$ cat src/rtl/vx_tex_stride_addr_pkg.sv
// Shared texture address definitions: format codes, stride decode, batch sizing.
package vx_tex_stride_addr_pkg;

    localparam int TEX_FMT_BITS      = 3;
    localparam int TEX_LGSTRIDE_BITS = 2;

    localparam logic [TEX_FMT_BITS-1:0] TEX_FMT_A8R8G8B8     = 3'd0;
    localparam logic [TEX_FMT_BITS-1:0] TEX_FMT_R5G6B5       = 3'd1;
    localparam logic [TEX_FMT_BITS-1:0] TEX_FMT_A1R5G5B5     = 3'd2;
    localparam logic [TEX_FMT_BITS-1:0] TEX_FMT_A4R4G4B4     = 3'd3;
    localparam logic [TEX_FMT_BITS-1:0] TEX_FMT_A8L8         = 3'd4;
    localparam logic [TEX_FMT_BITS-1:0] TEX_FMT_L8           = 3'd5;
    localparam logic [TEX_FMT_BITS-1:0] TEX_FMT_A8           = 3'd6;
    localparam logic [TEX_FMT_BITS-1:0] TEX_FMT_R16G16B16A16 = 3'd7;

    function automatic logic [TEX_LGSTRIDE_BITS-1:0] tex_log_stride(
        input logic [TEX_FMT_BITS-1:0] fmt
    );
        logic [TEX_LGSTRIDE_BITS-1:0] ls;
        case (fmt)
            TEX_FMT_A8R8G8B8:     ls = 2'd2;
            TEX_FMT_R5G6B5,
            TEX_FMT_A1R5G5B5,
            TEX_FMT_A4R4G4B4,
            TEX_FMT_A8L8:         ls = 2'd1;
            TEX_FMT_R16G16B16A16: ls = 2'd3;
            default:              ls = 2'd0;
        endcase
        return ls;
    endfunction

    function automatic int tex_batch_count(input int nl, input int bl);
        return nl / bl;
    endfunction

    function automatic int tex_batch_bits(input int nl, input int bl);
        return (nl / bl > 1) ? $clog2(nl / bl) : 1;
    endfunction

endpackage

$ cat src/rtl/vx_tex_stride_lut.sv
// Combinational texture format to log2 texel stride decode.
module vx_tex_stride_lut
    import vx_tex_stride_addr_pkg::*;
(
    input  logic [TEX_FMT_BITS-1:0]      format,
    output logic [TEX_LGSTRIDE_BITS-1:0] log_stride
);

    assign log_stride = tex_log_stride(format);

endmodule

$ cat src/rtl/vx_tex_stride_addr.sv
// Texel index to byte address scaling with batched response serialisation.
// Optional index clamping against req_max_index: define TEX_ADDR_CLAMP_EN.
module vx_tex_stride_addr
    import vx_tex_stride_addr_pkg::*;
#(
    parameter int NUM_LANES   = 4,
    parameter int BATCH_LANES = 2,
    parameter int ADDRW       = 32,
    parameter int INDEXW      = 24,
    parameter int TAGW        = 8
) (
    input  logic                                  clk,
    input  logic                                  reset,
    input  logic                                  req_valid,
    output logic                                  req_ready,
    input  logic [2:0]                            req_format,
    input  logic [ADDRW-1:0]                      req_baseaddr,
    input  logic [NUM_LANES-1:0]                  req_mask,
    input  logic [NUM_LANES*INDEXW-1:0]           req_index,
    input  logic [INDEXW-1:0]                     req_max_index,
    input  logic [TAGW-1:0]                       req_tag,
    output logic                                  rsp_valid,
    input  logic                                  rsp_ready,
    output logic [BATCH_LANES*ADDRW-1:0]          rsp_addr,
    output logic [BATCH_LANES-1:0]                rsp_mask,
    output logic [tex_batch_bits(NUM_LANES, BATCH_LANES)-1:0] rsp_batch,
    output logic                                  rsp_last,
    output logic [1:0]                            rsp_log_stride,
    output logic [BATCH_LANES-1:0]                rsp_oob,
    output logic [TAGW-1:0]                       rsp_tag
);

    localparam int NB = tex_batch_count(NUM_LANES, BATCH_LANES);
    localparam int BW = tex_batch_bits(NUM_LANES, BATCH_LANES);

    logic                              busy;
    logic [BW-1:0]                     cur, hi_q, first_b, hi_in, next_b;
    logic                              last_q;
    logic [NUM_LANES-1:0][ADDRW-1:0]   addr_in, addr_q;
    logic [NUM_LANES-1:0]              oob_in, oob_q, mask_q;
    logic [TAGW-1:0]                   tag_q;
    logic [1:0]                        lgs_in, lgs_q;
    logic                              req_fire, rsp_fire;

    vx_tex_stride_lut lut (
        .format     (req_format),
        .log_stride (lgs_in)
    );

    function automatic logic bnz(input logic [NUM_LANES-1:0] m, input int b);
        return |m[b*BATCH_LANES +: BATCH_LANES];
    endfunction

`ifdef TEX_ADDR_CLAMP_EN
    always_comb begin
        addr_in = '0;
        oob_in  = '0;
        for (int i = 0; i < NUM_LANES; i++) begin
            logic [INDEXW-1:0] idx;
            idx = req_index[i*INDEXW +: INDEXW];
            if (idx > req_max_index) begin
                idx       = req_max_index;
                oob_in[i] = req_mask[i];
            end
            addr_in[i] = req_baseaddr + (ADDRW'(idx) << lgs_in);
        end
    end
`else
    logic unused_max;
    assign unused_max = ^req_max_index;

    always_comb begin
        addr_in = '0;
        oob_in  = '0;
        for (int i = 0; i < NUM_LANES; i++) begin
            addr_in[i] = req_baseaddr
                       + (ADDRW'(req_index[i*INDEXW +: INDEXW]) << lgs_in);
        end
    end
`endif

    // An empty mask collapses to a single batch-0 beat, so both default to 0.
    always_comb begin
        first_b = '0;
        hi_in   = '0;
        for (int b = NB - 1; b >= 0; b--)
            if (bnz(req_mask, b)) first_b = BW'(b);
        for (int b = 0; b < NB; b++)
            if (bnz(req_mask, b)) hi_in = BW'(b);
    end

    always_comb begin
        next_b = cur;
        for (int b = NB - 1; b >= 0; b--)
            if (b > int'(cur) && bnz(mask_q, b)) next_b = BW'(b);
    end

    assign rsp_valid = busy;
    assign rsp_fire  = busy && rsp_ready;
    assign req_ready = !busy || (last_q && rsp_ready);
    assign req_fire  = req_valid && req_ready;

    always_ff @(posedge clk or posedge reset) begin
        if (reset) begin
            busy   <= 1'b0;
            cur    <= '0;
            hi_q   <= '0;
            last_q <= 1'b0;
            addr_q <= '0;
            oob_q  <= '0;
            mask_q <= '0;
            tag_q  <= '0;
            lgs_q  <= '0;
        end else if (req_fire) begin
            busy   <= 1'b1;
            cur    <= first_b;
            hi_q   <= hi_in;
            last_q <= (first_b == hi_in);
            addr_q <= addr_in;
            oob_q  <= oob_in;
            mask_q <= req_mask;
            tag_q  <= req_tag;
            lgs_q  <= lgs_in;
        end else if (rsp_fire) begin
            if (last_q) begin
                busy <= 1'b0;
            end else begin
                cur    <= next_b;
                last_q <= (next_b == hi_q);
            end
        end
    end

    always_comb begin
        rsp_addr = '0;
        rsp_mask = '0;
        rsp_oob  = '0;
        for (int j = 0; j < BATCH_LANES; j++) begin
            rsp_addr[j*ADDRW +: ADDRW] = addr_q[int'(cur)*BATCH_LANES + j];
            rsp_mask[j] = mask_q[int'(cur)*BATCH_LANES + j];
            rsp_oob[j]  = oob_q[int'(cur)*BATCH_LANES + j];
        end
    end

    assign rsp_batch      = cur;
    assign rsp_last       = last_q;
    assign rsp_log_stride = lgs_q;
    assign rsp_tag        = tag_q;

endmodule
$ cat config.mk
export PLATFORM = sky130hd
export DESIGN_NAME = vx_tex_stride_addr
export DESIGN_NICKNAME = d
export VERILOG_FILES = /design/src/rtl/vx_tex_stride_addr_pkg.sv /design/src/rtl/vx_tex_stride_lut.sv /design/src/rtl/vx_tex_stride_addr.sv
export SDC_FILE = /design/constraint.sdc
export NUM_CORES = 1
export LEC_CHECK = 0
export ABC_CLOCK_PERIOD_IN_PS = 6300
export BUFFER_PORTS_ARGS = -buffer_cell sky130_fd_sc_hd__buf_2
export CORE_ASPECT_RATIO = 0.5
export CORE_UTILIZATION = 45
export DETAILED_ROUTE_END_ITERATION = 7
export PLACE_DENSITY = 0.72
export SETUP_SLACK_MARGIN = 0.02
export SLEW_MARGIN = 30
export SYNTH_ARGS = -nofsm -noshare
export SYNTH_HDL_FRONTEND = slang
export SYNTH_SLANG_ARGS = --single-unit
$ cat constraint.sdc
create_clock -name clk -period 6.3 [get_ports clk]
set_clock_uncertainty 0.1 [all_clocks]
set_input_delay 0.63 -clock clk [delete_from_list [all_inputs] [get_ports clk]]
set_output_delay 0.63 -clock clk [all_outputs]
set_load 0.03 [all_outputs]
==> summary.md, run 1 <==
| Metric | Value |
|---|---|
| R2r worst-path depth | `6` |
| Synthesized area | `14200 µm²` |
| WHS | `0.189 ns` |
| WP buf/inv | `2` |
| Dpl ws | `1.13 ns` |
| Die width | `254 µm` |
| Highest Clock Rate | `0.210 GHz` |
| Worst Path Required | `between 6 and 7 ns` |
| Yosys reg bits | `between 100 and 150` |
| Synth Warn # | `0` |
| Initial Utilization | `0.463` |
| GRT Overall Usage | `0.273` |
| Yosys cell types | `81` |
| CTS tree | `yes` |
| Clk slew on worst S/H paths | `0.07 ns` |
| Max Cap Viol | `0` |
| H-Tree Level Count | `4` |
| Post-CTS Setup Bufs | `0` |
| Routed Antenna Nets | `0` |
| Synth-to-Final Area Change | `15.0%` |
| GPL Wtd Cong | `1.00` |
| Initial DRC Count | `~1100` |
| Cell Rows | `45` |
| Largest net degree at the start of global routing | `90` |
| Detailed Routing Iterations Pass 1 | `7` |
| Hold Vio Cnt, Final | `0` |
| Critical path origin | `req_format[2]` |
| Worst-Margin Slew | `between 0.8 and 0.9 ns` |
| Global-route wire length before repair | `68100 µm` |
| CTS sink cnt | `between 100 and 150` |
| Critical-path maximum fanout | `35` |
| Area contributors post-synth | `dfrtp_1 (26%), mux2i_1 (12%), ha_1 (9.8%), nand2_1 (7.1%), mux2_2 (5.2%)` |
| Tcrit/Tclk final | `0.758` |
| Primary FF master, synth | `dfrtp_1` |
| Num ports | `253` |
| Core ar. | `30700 µm²` |
| Full die area | `32400 µm²` |
| Final min period | `4.77 ns` |
| Max-slew violations | `0` |
| Number of global-route vias before repair | `12354` |
| CP Launch Type | `primary input` |
| Leak Pwr | `8.23 nW` |
| Slew headroom | `0.422` |
| Final setup TNS | `0 ns` |
| DRC viols | `0` |
| DPL Wire Length | `34400 µm` |
| Final WS setup | `around 1.5 ns` |
| FILL cells | `2937` |
| Number of buffers added on ports | `226` |
| Power Density | `381 nW/µm²` |
| Yosys top cell by area | `dfrtp_1` |
| Share of post-route cells with drive strength above 1 | `0.199` |
| Placed Area | `15700 µm²` |
| Reg-to-reg endpoint | `addr_q[26]$_DFFE_PP0P_` |
| Hold buffers post-CTS | `0` |
| Post-synth EDFFs | `0` |
| GR Overflow Total | `0` |
| Clock latency on the worst-skew pair | `approximately 0.46 ns` |
| Worst reg2reg path startpoint | `rsp_last$_DFFE_PP0P_` |
| Nets | `2150` |
| Initial antenna violation count | `6` |
| CP Depth | `15` |
| RSZ-0062 raised after global routing | `no` |
| CP max stage cell | `o21a_4` |
| Max stage delay on crit path | `0.56 ns` |
| Routed vias | `between 10000 and 15000` |
| Max VDD drop | `200 µV` |
| Clk Tree Root Cell | `clkbuf_16` |
| Average cell area after synthesis | `approximately 8.4 µm²` |
| Clk buf depth | `2` |
| Via density | `5.80` |
| Arrival time worst endpoint | `slightly above 5 ns` |
| Status | `completed` |
| Critical path endpoint category | `flip-flop` |
| WL/cell | `19.2 µm` |
| Crit path to | `addr_q[26]$_DFFE_PP0P_` |
| Final setup fails | `0` |
| Most used cell, CP | `mux2i_1` |
| CTS resizes | `0` |
| Routed WL | `44300 µm` |
| Synth top area share | `0.256` |
| CTS buffer count | `17` |
| Crit-path cells | `buf_2 > xor2_1 > o21a_4 > buf_4 > mux2i_1 > mux2i_1 > ha_1 > a2111oi_4 > o31ai_2 > and3_1 > o31a_4 > a31oi_4 > o21ai_1 > a2111oi_0 > or3_1` |
| Finished Cell Area | `~16000 µm²` |
| Hold WC Path Type | `primary input to asynchronous set/reset pin` |
| Die H | `128 µm` |
| Layout Utilization | `0.533` |
| Delay-heaviest family, CP | `compound AO/OA/AOI/OAI gates` |
| Critical path class | `primary input to flip-flop` |
| FFs w/ async S/R, synth | `1.00` |
| R2r setup slk | `3.57 ns` |
| Post-synthesis sequential area ratio | `0.256` |
| Cells after synthesis | `1692` |
[cells by family (layout without fill, tap and decap cells)]
logic type,count (synthesis),in the layout,share of synthesized area
simple gates,504,504,0.159
flops,146,146,0.256
other cells,1,8,0.000263
buf+inv,125,308,0.0344
xor+xnor,89,89,0.0547
mux,242,242,0.176
fa+ha+maj,116,116,0.104
compound gates,469,469,0.215
[state kept, by name (all words and copies together), names as in the netlist]
register / count
rsp_log_stride: 2
addr_q: 128
rsp_batch: 1
rsp_valid: 1
rsp_tag: 8
mask_q: 4
hi_q: 1
rsp_last: 1
[worst min-delay path by stage]
stage                         endpoint  slack (ns)  cells after the start
4_1_cts        addr_q[127]$_DFFE_PP0P_        0.22                      2
3_5_place_dp    rsp_tag[7]$_DFFE_PP0P_        0.36                      2
5_1_grt         addr_q[59]$_DFFE_PP0P_        0.25                      2
3_3_place_gp    addr_q[97]$_DFFE_PP0P_        0.35                      2
2_1_floorplan   addr_q[84]$_DFFE_PP0P_        0.33                      2
6_report        addr_q[27]$_DFFE_PP0P_        0.19                      2
[placed cells by master, fill, tap and decap left out, drive strengths merged, types with 8 or more instances in the layout]
cell type / n
dfrtp: 146
nand2: 270
o21ai: 147
ha: 112
nand4: 11
mux2i: 176
and3: 27
a21oi: 109
clkbuf: 18
a211oi: 15
nor3: 25
o211ai: 10
nor2b: 11
o21a: 12
nand2b: 12
buf: 243
a31oi: 14
nor2: 69
a21o: 65
and2: 12
or3: 9
xor2: 43
xnor2: 46
o21bai: 13
nand3: 31
mux2: 66
o31ai: 14
a221o: 8
inv: 36
[cells in the mapped netlist, types with 4 or more instances]
library cell,number
nand2_1,270
mux2i_1,176
dfrtp_1,146
o21ai_0,139
ha_1,112
a21oi_1,107
nor2_1,69
mux2_2,66
a21o_1,65
clkbuf_1,64
xnor2_1,46
xor2_1,43
inv_1,33
nand3_1,31
and3_1,26
nor3_1,24
buf_1,15
a211oi_1,14
o21bai_1,13
o31ai_1,13
a31oi_1,12
nand2b_1,12
o21a_1,12
nand4_1,11
nor2b_1,11
and2_1,10
o211ai_1,10
buf_2,9
a221o_1,8
o21ai_1,8
or3_1,8
o2111ai_1,7
a211o_1,6
nor4_1,6
a311oi_1,5
and4_1,5
or2_2,5
a31o_2,4
fa_1,4
o31a_1,4
[cell type report]
type | count | area [µm²] | share of cell area
Antenna cell | 6 | 15.0 | 0.000917
Clock buffer | 18 | 429 | 0.0262
Clock inverter | 14 | 229 | 0.0140
Inverter | 33 | 129 | 0.00787
Multi-Input combinational cell | 1422 | 10100 | 0.619
Sequential cell | 146 | 3650 | 0.223
Tap cell | 423 | 529 | 0.0323
Timing Repair Buffer | 243 | 1260 | 0.0771
[report_power, final]
part / switching (mW) / internal (mW)
Sequential: 0.264 / 1.37
Combinational: 2.16 / 1.27
Clock: 0.468 / 0.709
Total: 2.89 / 3.36
[metrics by stage]
| step | power [mW] | cells |
|---|---|---|
| global placement | 5.01 | 2267 |
| detailed placement | 5.05 | 2267 |
| global route | 6.65 | 2304 |
| finish | 6.25 | 2305 |
| CTS | 6.25 | 2299 |
| floorplan | 4.13 | 1693 |
[worst reg2reg max path, cell delays in order, from the launching register on]
cell and delay, ns:
dfrtp_1 0.41, nand2_1 0.08, nand2_1 0.12, nand2_4 0.65, buf_4 0.68, a2111oi_0 0.18
or3_1 0.39
[metal layers]
| layer | global-route usage | part of all wire |
|---|---|---|
| met1 | 0.382 | 0.47 |
| met2 | 0.419 | 0.44 |
| met3 | 0.0499 | 0.065 |
| met4 | 0.105 | 0.031 |
| met5 | 0 | 0 |
(Power assumes the default switching activity.)
==> run 2, diff against run 1 <==
- ABC_CLOCK_PERIOD_IN_PS: 6300 -> 4000
- PLACE_DENSITY: 0.72 -> 0.75
- clock period: 6.3 -> 4 ns (I/O delays scaled with it)
==> run 2 against run 1 <==
Compared with the run above:
- cell area rose by 10%
- power up 61%
- largest power group unchanged
- critical endpoint is now addr_q[63]$_DFFE_PP0P_
- global-route usage down 0.53 points
- final cell count is 9.2% higher
- highest routed layer unchanged
==> summary.md, run 2 (synthesized netlist as in run 1, its figures left out) <==
| Metric | Value |
|---|---|
| H-Tree Level Count | `4 (unchanged)` |
| Num ports | `253 (unchanged)` |
| Met2 GRT Util | `0.451 (was 0.419)` |
| Critical-path maximum fanout | `23 (was 35)` |
| Clk Tree Root Cell | `clkbuf_16 (unchanged)` |
| Hold WC Path Type | `primary input to asynchronous set/reset pin (unchanged)` |
| Die H | `128 µm (unchanged)` |
| Sequential power share | `0.259 (was 0.262)` |
| Met1 Resource Use GR | `0.348 (was 0.382)` |
| Slew headroom | `0.327 (was 0.422)` |
| Routed WL | `43400 µm (was 44300 µm)` |
| Final setup fails | `0 (unchanged)` |
| Max-slew violations | `0 (unchanged)` |
| Number of buffers added on ports | `226 (unchanged)` |
| Initial DRC Count | `1182 (was 1077)` |
| Power consumption | `10.0 mW (was 6.25 mW)` |
| Clk slew on worst S/H paths | `0.07 ns (about the same)` |
| Routed Antenna Nets | `0 (unchanged)` |
| Status | `completed (unchanged)` |
| Max Cap Viol | `0 (unchanged)` |
| Nets | `2366 (was 2150)` |
| Most frequent cells in the layout | `nand2_1 (269), buf_2 (226), buf_4 (220) (was nand2_1 (269), buf_2 (226), mux2i_1 (176))` |
| DRC viols | `0 (unchanged)` |
| Hold buffers post-CTS | `0 (unchanged)` |
| Hold Vio Cnt, Final | `0 (unchanged)` |
| CTS buffer count | `17 (unchanged)` |
| Global route hottest layer | `met2 (unchanged)` |
| Logic pwr share | `0.577 (was 0.550)` |
| GPL Wtd Cong | `0.941 (was 1.00)` |
| Placed Area | `17400 µm² (was 15700 µm²)` |
| Clock power frac | `0.164 (was 0.188)` |
| CP Launch Type | `primary input (unchanged)` |
| Internal | `5.51 mW (was 3.36 mW)` |
| Synth-to-Final Area Change | `27.0% (was 15.0%)` |
| Sw Ratio | `0.451 (was 0.463)` |
| Initial antenna violation count | `3 (was 6)` |
| Register area | `3650 µm² (unchanged)` |
| Clock latency on the worst-skew pair | `0.45 ns (was 0.46 ns)` |
| Max VDD drop | `295 µV (was 200 µV)` |
| Via density | `5.55 (was 5.80)` |
| CTS tree | `yes (unchanged)` |
| Worst Path Required | `4.23 ns (was 6.60 ns)` |
| Highest Clock Rate | `0.261 GHz` |
| GRT Overall Usage | `0.268 (was 0.273)` |
| Top reg by flops | `addr_q (unchanged)` |
| DPL Wire Length | `34100 µm (was 34400 µm)` |
| Worst-Margin Slew | `1.01 ns (was 0.867 ns)` |
| Final min period | `roughly 3.8 ns` |
| Full die area | `32400 µm² (unchanged)` |
| Clk buf depth | `2 (unchanged)` |
| Commonest non-fill, non-tap cell in the layout | `nand2_1 (unchanged)` |
| Initial Utilization | `0.463 (unchanged)` |
| Global-route wire length before repair | `68800 µm (was 68100 µm)` |
| Critical path class | `primary input to flip-flop (unchanged)` |
| Die width | `254 µm (unchanged)` |
| Multi-input logic area | `10100 µm² (about the same)` |
| Leak Pwr | `9.30 nW (was 8.23 nW)` |
| Routed vias | `13974 (was 13367)` |
| RSZ-0062 raised after global routing | `yes (was no)` |
| Finished Cell Area | `18100 µm² (was 16400 µm²)` |
| FILL cells | `2795 (was 2937)` |
| Detailed Routing Iterations Pass 1 | `5 (was 7)` |
| GR Overflow Total | `0 (unchanged)` |
| Core ar. | `30700 µm² (unchanged)` |
| Share of post-route cells with drive strength above 1 | `0.283 (was 0.199)` |
| Tcrit/Tclk final | `0.959` |
| Grt met3 use | `0.0386 (was 0.0499)` |
| CTS sink cnt | `146 (unchanged)` |
| Arrival time worst endpoint | `4.06 ns (was 5.08 ns)` |
| Critical path endpoint category | `flip-flop (unchanged)` |
| Max reg flops | `128 (unchanged)` |
| WL/cell | `17.2 µm (was 19.2 µm)` |
| Psw | `4.53 mW (was 2.89 mW)` |
| Largest net degree at the start of global routing | `147 (was 90)` |
| Number of global-route vias before repair | `13407 (was 12354)` |
| Cell Rows | `45 (unchanged)` |
| Power Density | `555 nW/µm² (was 381 nW/µm²)` |
-- run 2: changes by cell type in the layout (fill, tap and decap cells not counted), moves of 2 or more --
cell / delta
buf_4: +204
buf_12: +13
clkinv_2: +2
clkinv_4: -2
diode_2: -3
clkinvlp_4: +2
clkbuf_8: +2
bufinv_16: -3
-- run 2: path summary, 6_finish.rpt --
| kind | from | endpoint | slack (ns) | cells past startpoint |
|---|---|---|---|---|
| min in group clk | req_tag[0] | rsp_tag[0]$_DFFE_PP0P_ | 0.04 | 3 |
| max reg2reg | rsp_last$_DFFE_PP0P_ | addr_q[28]$_DFFE_PP0P_ | 1.54 | 6 |
| min reg2reg | rsp_tag[5]$_DFFE_PP0P_ | rsp_tag[5]$_DFFE_PP0P_ | 0.37 | 2 |
| max in group asynchronous | reset | addr_q[9]$_DFFE_PP0P_ | 3.10 | 3 |
| min | reset | rsp_tag[4]$_DFFE_PP0P_ | 0.03 | 3 |
| max | req_format[1] | addr_q[63]$_DFFE_PP0P_ | 0.16 | 18 |
-- run 2: critical path, cell delays in order --
cell and delay [ns]:
buf_2 0.11, buf_4 0.17, nor3_2 0.24, or2_4 0.18, buf_12 0.19, buf_12 0.21, mux2i_1 0.21, ha_1 0.26
a211oi_1 0.25, o211ai_1 0.17, a221oi_1 0.27, nand2_1 0.16, a41oi_1 0.35, buf_4 0.18, o21ai_0 0.14, buf_4 0.20
mux2i_1 0.11, a211o_1 0.23
-- run 2: final cells by class --
class                   count  area share
repair buffers            459       0.168
inverters                  33     0.00705
clock buffers              21      0.0254
well taps                 423      0.0292
multi-input cells        1422       0.561
diodes                      3    0.000415
clock inverters            11     0.00705
flip-flops and latches    146       0.202
-- run 2: per-layer routing --
| layer | vias up | wire (µm) |
|---|---|---|
| li1 | 6962 | - |
| met1 | 6546 | 19700 |
| met2 | 372 | 20300 |
| met3 | 94 | 1720 |
| met4 | 0 | 1550 |
| met5 | - | 0 |
-- run 2: power groups by stage --
stage / logic (mW) / clock network [mW] / registers, mW
after global routing: 6.29 / 1.74 / 2.70
after CTS: 5.78 / 1.67 / 2.60
after global placement: 5.66 / 0 / 2.59
final: 5.79 / 1.65 / 2.60
after detailed placement: 5.74 / 0 / 2.62
after floorplan: 3.97 / 0 / 2.54
-- run 2: stage by stage --
stage	hold slack [ns]	utilization	setup WS, ns	cells	setup TNS, ns
finish	0.0282	0.589	0.163	2518	0
global route	0.0363	0.589	0.00457	2518	0
CTS	0.0155	0.587	0.0711	2510	0
detailed placement	0.357	0.567	-0.347	2478	-5.50
global placement	0.345	0.567	-0.291	2478	-3.14
floorplan	0.333	-	-0.0650	1693	-0.0650
-- run 2: what timing repair did --
item,CTS,global route
gates resized for setup,0,1
setup endpoints to repair,0,10
buffers inserted,0,5
